<file path="src/rtl/reg_dump_reader.sv">
// reg_dump_reader: walks the register file x0..x31 two registers at a time
// and streams each word out over a valid/ready port.
//
// Optional feature: define REG_DUMP_CHECKSUM_EN to append a 64-bit XOR
// checksum word after x31. That word has index 0 and carries out_last.
//
// Stream handshake: a word transfers on a rising edge where out_valid and
// out_ready are both high. While out_valid=1 and out_ready=0, out_data,
// out_index and out_last hold steady. out_valid only drops after a transfer
// or on reset.
//
// dbg_state exposes the FSM state encoding for observation.
module reg_dump_reader (
   input  logic        clk,
   input  logic        reset,
   input  logic        start,
   output logic [4:0]  RS1,
   output logic [4:0]  RS2,
   input  logic [63:0] ReadData1,
   input  logic [63:0] ReadData2,
   output logic [63:0] out_data,
   output logic [4:0]  out_index,
   output logic        out_valid,
   input  logic        out_ready,
   output logic        out_last,
   output logic        busy,
   output logic        done,
   output logic [2:0]  dbg_state
);

`ifdef REG_DUMP_CHECKSUM_EN
   typedef enum logic [2:0] {
      IDLE    = 3'd0,
      FETCH   = 3'd1,
      SEND_A  = 3'd2,
      SEND_B  = 3'd3,
      SEND_CK = 3'd4
   } state_t;
`else
   typedef enum logic [2:0] {
      IDLE    = 3'd0,
      FETCH   = 3'd1,
      SEND_A  = 3'd2,
      SEND_B  = 3'd3
   } state_t;
`endif

   state_t      state;
   logic [3:0]  p;        // pair counter: the current pair is x(2p), x(2p+1)
   logic [63:0] hold_b;   // odd word of the pair; out_data itself holds the even word
`ifdef REG_DUMP_CHECKSUM_EN
   logic [63:0] checksum;
`endif

   assign dbg_state = state;

   // Dump sequencer: every output is registered and updated on state transitions.
   always_ff @(posedge clk) begin
      if (reset) begin
         state     <= IDLE;
         p         <= 4'd0;
         hold_b    <= 64'd0;
         out_data  <= 64'd0;
         out_index <= 5'd0;
         out_valid <= 1'b0;
         out_last  <= 1'b0;
         busy      <= 1'b0;
         done      <= 1'b0;
         RS1       <= 5'd0;
         RS2       <= 5'd0;
`ifdef REG_DUMP_CHECKSUM_EN
         checksum  <= 64'd0;
`endif
      end else begin
         done <= 1'b0;
         case (state)
            IDLE: begin
               // A start arriving during the done pulse is dropped on purpose.
               if (start && !done) begin
                  p     <= 4'd0;
                  busy  <= 1'b1;
                  RS1   <= 5'd0;
                  RS2   <= 5'd1;
                  state <= FETCH;
`ifdef REG_DUMP_CHECKSUM_EN
                  checksum <= 64'd0;
`endif
               end
            end

            FETCH: begin
               // Both words of the pair are sampled here and nowhere else.
               out_data  <= ReadData1;
               hold_b    <= ReadData2;
               out_index <= {p, 1'b0};
               out_last  <= 1'b0;
               out_valid <= 1'b1;
               RS1       <= 5'd0;
               RS2       <= 5'd0;
               state     <= SEND_A;
            end

            SEND_A: begin
               if (out_ready) begin
`ifdef REG_DUMP_CHECKSUM_EN
                  checksum <= checksum ^ out_data;
                  out_last <= 1'b0;
`else
                  out_last <= (p == 4'd15);
`endif
                  out_data  <= hold_b;
                  out_index <= {p, 1'b1};
                  state     <= SEND_B;
               end
            end

            SEND_B: begin
               if (out_ready) begin
                  if (p != 4'd15) begin
`ifdef REG_DUMP_CHECKSUM_EN
                     checksum <= checksum ^ out_data;
`endif
                     p         <= p + 4'd1;
                     RS1       <= {p + 4'd1, 1'b0};
                     RS2       <= {p + 4'd1, 1'b1};
                     out_valid <= 1'b0;
                     state     <= FETCH;
                  end else begin
`ifdef REG_DUMP_CHECKSUM_EN
                     // Fold x31 in while presenting the final checksum word.
                     checksum  <= checksum ^ out_data;
                     out_data  <= checksum ^ out_data;
                     out_index <= 5'd0;
                     out_last  <= 1'b1;
                     state     <= SEND_CK;
`else
                     out_valid <= 1'b0;
                     out_last  <= 1'b0;
                     busy      <= 1'b0;
                     done      <= 1'b1;
                     state     <= IDLE;
`endif
                  end
               end
            end

`ifdef REG_DUMP_CHECKSUM_EN
            SEND_CK: begin
               if (out_ready) begin
                  out_valid <= 1'b0;
                  out_last  <= 1'b0;
                  busy      <= 1'b0;
                  done      <= 1'b1;
                  state     <= IDLE;
               end
            end
`endif

            default: state <= IDLE;
         endcase
      end
   end

endmodule

</file>
<file path="config.mk">
export PLATFORM = sky130hd
export DESIGN_NAME = reg_dump_reader
export DESIGN_NICKNAME = d
export VERILOG_FILES = /design/src/rtl/reg_dump_reader.sv
export SDC_FILE = /design/constraint.sdc
export NUM_CORES = 1
export LEC_CHECK = 0
export CAP_MARGIN = 0
export CORE_MARGIN = 4
export CORE_UTILIZATION = 40
export DETAILED_ROUTE_END_ITERATION = 8
export PLACE_DENSITY = 0.82
export RECOVER_POWER = 25
export SLEW_MARGIN = 20
export SYNTH_ARGS = -nofsm -noshare
export SYNTH_HDL_FRONTEND = slang
export SYNTH_SLANG_ARGS = --single-unit
</file>
<file path="constraint.sdc">
create_clock -name clk -period 3.8 [get_ports clk]
set_clock_uncertainty 0.1 [all_clocks]
set_input_delay 0.76 -clock clk [delete_from_list [all_inputs] [get_ports clk]]
set_output_delay 0.76 -clock clk [all_outputs]
set_load 0.02 [all_outputs]
</file>
==> metrics.cfg, run 1 <==
[status]
status = finished with violations
violations = max-capacitance violations, max-slew violations

[clock_tree]
clockRootBuffer = clkbuf_16
cts_resized = 0
numCtsBuffers = 17
clk_latency_ps = 410
cts_tree = yes
cts_setup_buffers = 0
clk_path_buf_depth = 2
ctsHoldBuffers = 0
path_clk_slew_ps = 60
clkSinkCount = 149
htree_levels = 4

[timing]
hold-worst-slack_ps = 368
rsz0062_at_grt = no
period_share_pct = 83.4
tightest_slew_ps = 1810
setup-tns-final_ps = 0
fin_crit_ps = 3170
hold_viol = 0
finalSetupViolations = 0
max_freq_mhz = 316
slew_headroom_pct = -20.8
finalMaxSlewViolations = 10

[synthesis]
syn-mean-instance-area_um2 = 10.1
synth-seq-area-share_pct = 49.1
synthesis.area_mm2 = 0.00608
synthTopCellsByArea = dfxtp_1 49%, mux2i_1 22%, a211oi_1 8.5%
yosysTopAreaCell = dfxtp_1
yosysUniqueCellTypes = 31
synth_top_cell_area_share_pct = 49.1
synthCells = 604
yosys_warnings = 0
synth-seq-cells = 149

[hold_path]
min_to = RS1[4]$_SDFFE_PP0P_
min_from = RS1[4]$_SDFFE_PP0P_
hp-class = reg -> reg
min_delay_path_depth = 2

[critical_path]
reg2reg_slack_ps = 680
crit_type = in -> reg
arrival_ps = 3410
reg2reg_to = RS2[4]$_SDFFE_PP0P_
rr_worst_depth = 5
worst_ep_required_time_ps = 4040
cp_max_fo = 9
start_kind = primary input
endpoint_kind = flop
worstReg2RegStart = dbg_state[0]$_SDFFE_PP0P_

[routing]
dr.pass1.iters = 4
wl_per_cell_um = 15.5
drtIter0Drc = 186
drcViolationCount = 0
routed_wl_um = 15400
vias = 4930
final_antenna_net_count = 0
post_drt_via_cell_ratio = 4.96

[global_route]
grt-ovfl-total = 0
grt_first_pass_wirelength_um = 24900
grtUsageTotal_pct = 17.5
grt_max_degree = 60
grt_pass1_vias = 4833
grt_antenna_before_repair = 1

[cells_and_area]
layoutNonFillerInstCount = 993
nets = 935
syn2layout_area_growth_pct = 45.8
layout-drive-gt1-share_pct = 5.57
final_cell_mix = 187 x clkdlybuf4s50_1, 149 x dfxtp_1, 138 x nor2_1
final_common_cell = clkdlybuf4s50_1

[die]
start_util_pct = 41.3
io_pins = 218
core_area_mm2 = 0.0147
rows = 44
die-area_mm2 = 0.0172
dieWidth_um = 131
die_h_um = 131

[placement]
dp_hpwl_um = 10900
gp_congestion = 0.776
port_buffers = 215
placedCellCount = 960

[power_and_ir_drop]
peakVddDrop_uv = 368
cellLeakagePower_nw = 3.31
p_per_area_mw_per_mm2 = 778

[flow_run]
cap_violations = 1

metal layers:
| metal | vias up | routed length [um] | GRT usage [%] |
|---|---|---|---|
| li1 | 2506 | - | - |
| met1 | 2259 | 6770 | 21.0 |
| met2 | 145 | 7320 | 29.1 |
| met3 | 20 | 1010 | 6.12 |
| met4 | 0 | 309 | 6.48 |
| met5 | - | 0 | 0 |
critical path: stages:
cell	delay [ps]
clkdlybuf4s50_1	570
nor2b_1	100
a2111oi_1	1500
nand3_1	270
a21oi_1	200
cell families after synthesis:
group,Yosys count,synth area share [%]
AO/OA/AOI/OAI,83,10.3
XOR/XNOR,2,0.288
adder cells (fa/ha/maj),8,1.65
buffers and inverters,55,4.65
flip-flops,149,49.1
multiplexers,136,22.4
other,1,0.0617
AND/OR/NAND/NOR,170,11.6
flip-flops by register name (all words and copies together) (netlist names):
signal	flops
out_index	5
RS2	5
out_data	64
busy	1
out_valid	1
hold_b	64
p	4
out_last	1
dbg_state	2
RS1	1
done	1
cells in the mapped netlist, drive strengths merged:
| library cell | n |
|---|---|
| conb | 1 |
| nor3 | 1 |
| ha | 8 |
| a2bb2oi | 1 |
| inv | 4 |
| clkbuf | 16 |
| nand4 | 1 |
| nand2b | 7 |
| xor2 | 1 |
| dfxtp | 149 |
| a31oi | 1 |
| and4 | 1 |
| buf | 35 |
| and3 | 1 |
| xnor2 | 1 |
| nand3 | 4 |
| nor2 | 138 |
| a21oi | 7 |
| nor2b | 3 |
| or2b | 1 |
| mux2i | 136 |
| nand2 | 10 |
| nor3b | 2 |
| o21bai | 1 |
| a2111oi | 1 |
| or2 | 1 |
| a211oi | 69 |
| o32ai | 2 |
| o21ai | 1 |
metrics by stage:
step           power [mW]  setup slack (ps)  instance area, um2  util [%]
2_1_floorplan        4.26              1850                6080         -
3_3_place_gp         5.29              1040                8290      56.4
6_report             6.90               633                8860      60.3
3_5_place_dp         5.37               928                8290      56.4
5_1_grt              7.32               382                8860      60.3
4_1_cts              7.04               981                8870      60.4
worst max path at each step:
stage | cells past startpoint | end | start | slack [ps]
after floorplan | 9 | out_data[0]$_SDFFE_PP0P_ | dbg_state[0]$_SDFFE_PP0P_ | 1850
after global routing | 5 | RS1[4]$_SDFFE_PP0P_ | dbg_state[1]$_SDFFE_PP0P_ | 380
after detailed placement | 6 | out_data[60]$_SDFFE_PP0P_ | out_ready | 930
after global placement | 6 | out_data[42]$_SDFFE_PP0P_ | out_ready | 1040
after CTS | 7 | out_data[60]$_SDFFE_PP0P_ | dbg_state[0]$_SDFFE_PP0P_ | 980
final | 5 | RS2[4]$_SDFFE_PP0P_ | out_ready | 630
power breakdown:
| part | internal [mW] | switching [mW] | total (mW) |
|---|---|---|---|
| Clock | 1.00 | 0.655 | 1.66 |
| Sequential | 2.06 | 0.259 | 2.32 |
| Combinational | 1.35 | 1.57 | 2.92 |
| Total | 4.41 | 2.49 | 6.90 |
final cells by class:
| class | instances | area (um2) |
|---|---|---|
| Sequential cell | 149 | 2980 |
| Fill cell | 1260 | 5840 |
| Multi-Input combinational cell | 401 | 2830 |
| Inverter | 4 | 15.0 |
| Antenna cell | 1 | 2.50 |
| Clock inverter | 12 | 128 |
| Tap cell | 184 | 230 |
| Clock buffer | 20 | 457 |
| Timing Repair Buffer | 222 | 2210 |
Power figures use the tool's default switching activity.
==> run 2, diff against run 1 <==
clock period = 3.15 ns   (was 3.8 ns; I/O delays follow)
==> metrics.cfg, run 2 (synthesis results as in run 1) <==
[status]
status = finished, final reports clean

[routing]
wl_per_cell_um = 15.4
dr.pass1.iters = 4
post_drt_via_cell_ratio = 4.98
top_layer = met4
drcViolationCount = 0
met3_length_um = 1070
wl_met1_um = 6710
routed_wl_um = 15200
vias = 4937
final_antenna_net_count = 0
drtIter0Drc = 212
wl_met2_um = 7290

[critical_path]
start_kind = flop
cp_max_fo = 65
worst_ep_required_time_ps = 3330
arrival_ps = 2570
crit_type = reg -> reg
endpoint_kind = flop

[die]
rows = 44
core_area_mm2 = 0.0147
die-area_mm2 = 0.0172
io_pins = 218
dieWidth_um = 131
die_h_um = 131
start_util_pct = 41.3

[cells_and_area]
layout-drive-gt1-share_pct = 4.83
fin_util_pct = 60.4
multiInputGateArea_mm2 = 0.00284
layoutNonFillerInstCount = 992
regArea_mm2 = 0.00298
final_common_cell = clkdlybuf4s50_1
postLayoutCellArea_mm2 = 0.00887
reg_top3 = hold_b: 64 flops, out_data: 64 flops
nets = 936
diodes = 0
n_fill_cell = 1257
syn2layout_area_growth_pct = 46.0
final_cell_mix = 214 x clkdlybuf4s50_1, 149 x dfxtp_1, 138 x nor2_1

[clock_tree]
cts_resized = 0
cts_tree = yes
cts_setup_buffers = 0
path_clk_slew_ps = 60
clk_latency_ps = 400
clk_path_buf_depth = 2
ctsHoldBuffers = 0
numCtsBuffers = 17
clockRootBuffer = clkbuf_16
clkSinkCount = 149
htree_levels = 4

[power_and_ir_drop]
peakVddDrop_uv = 559
p_int_mw = 5.43
pwr-share-comb_pct = 43.3
p_switching_mw = 2.93
cellLeakagePower_nw = 3.25
clkPwrFrac_pct = 23.2
seqPwrFrac_pct = 33.5
p_per_area_mw_per_mm2 = 942
swShare_pct = 35.0

[placement]
placedCellCount = 961
port_buffers = 215
dp_hpwl_um = 10800
gp_congestion = 0.754
placed_area_mm2 = 0.00834

[global_route]
grt-ovfl-total = 0
grt_pass1_vias = 4783
grt_antenna_before_repair = 0
grtUsageTotal_pct = 17.4
grt_max_degree = 66
grt_first_pass_wirelength_um = 24800

[timing]
rsz0062_at_grt = no
finalMaxSlewViolations = 0
setup-tns-final_ps = 0
max_freq_mhz = 419
slew_headroom_pct = 16.6
finalSetupViolations = 0
period_share_pct = 75.8
tightest_slew_ps = 1250
hold-worst-slack_ps = 377
fin_crit_ps = 2390
hold_viol = 0

[hold_path]
hp-class = reg -> reg

[flow_run]
cap_violations = 0

## run 2: cell types whose count changed in the layout (fill, tap and decap cells not counted), sizes merged
cell | previous run | this run
clkinv | 4 | 2
clkinvlp | 4 | 0
diode | 1 | 0
dlygate4sd3 | 27 | 0
clkbuf | 20 | 28
clkdlybuf4s50 | 187 | 214
inv | 6 | 4
## run 2: cell type report
cell class,count,share of cell area [%]
flip-flops and latches,149,33.6
clock inverters,4,0.790
multi-input cells,401,32.0
clock buffers,27,5.56
repair buffers,223,25.3
well taps,184,2.59
inverters,4,0.169
## run 2: metrics by stage
step                total power [mW]  setup WS (ps)
global route                    8.89            521
floorplan                       5.13           1200
global placement                6.41            687
CTS                             8.46            718
finish                          8.36            764
detailed placement              6.49            589
## run 2: routing by layer
metal | track usage [%] | vias to the layer above
met5 | 0 | -
met4 | 4.78 | 0
met3 | 6.15 | 16
met2 | 29.4 | 130
met1 | 21.1 | 2295
li1 | - | 2496
## run 2: final timing paths
path / startpoint / slack [ps] / end / cells after the start
worst max-delay path: dbg_state[1]$_SDFFE_PP0P_ / 760 / hold_b[40]$_SDFFE_PP0P_ / 5
worst min-delay path: RS1[4]$_SDFFE_PP0P_ / 380 / RS1[4]$_SDFFE_PP0P_ / 2
worst max register to register: dbg_state[1]$_SDFFE_PP0P_ / 760 / hold_b[40]$_SDFFE_PP0P_ / 5
worst min register to register: RS1[4]$_SDFFE_PP0P_ / 380 / RS1[4]$_SDFFE_PP0P_ / 2
## run 2: worst max-delay path: stages, from the launching register on
cell and delay, ps:
dfxtp_1 380, inv_1 190, ha_1 210, clkbuf_4 940
mux2i_1 300, nor2_1 60
## run 2: power groups by stage
| stage | registers, mW | clock network, mW | logic (mW) |
|---|---|---|---|
| 2_1_floorplan | 3.28 | 0 | 1.86 |
| 3_3_place_gp | 2.82 | 0 | 3.59 |
| 3_5_place_dp | 2.85 | 0 | 3.65 |
| 4_1_cts | 2.81 | 1.99 | 3.66 |
| 5_1_grt | 2.88 | 2.09 | 3.92 |
| 6_report | 2.80 | 1.94 | 3.62 |
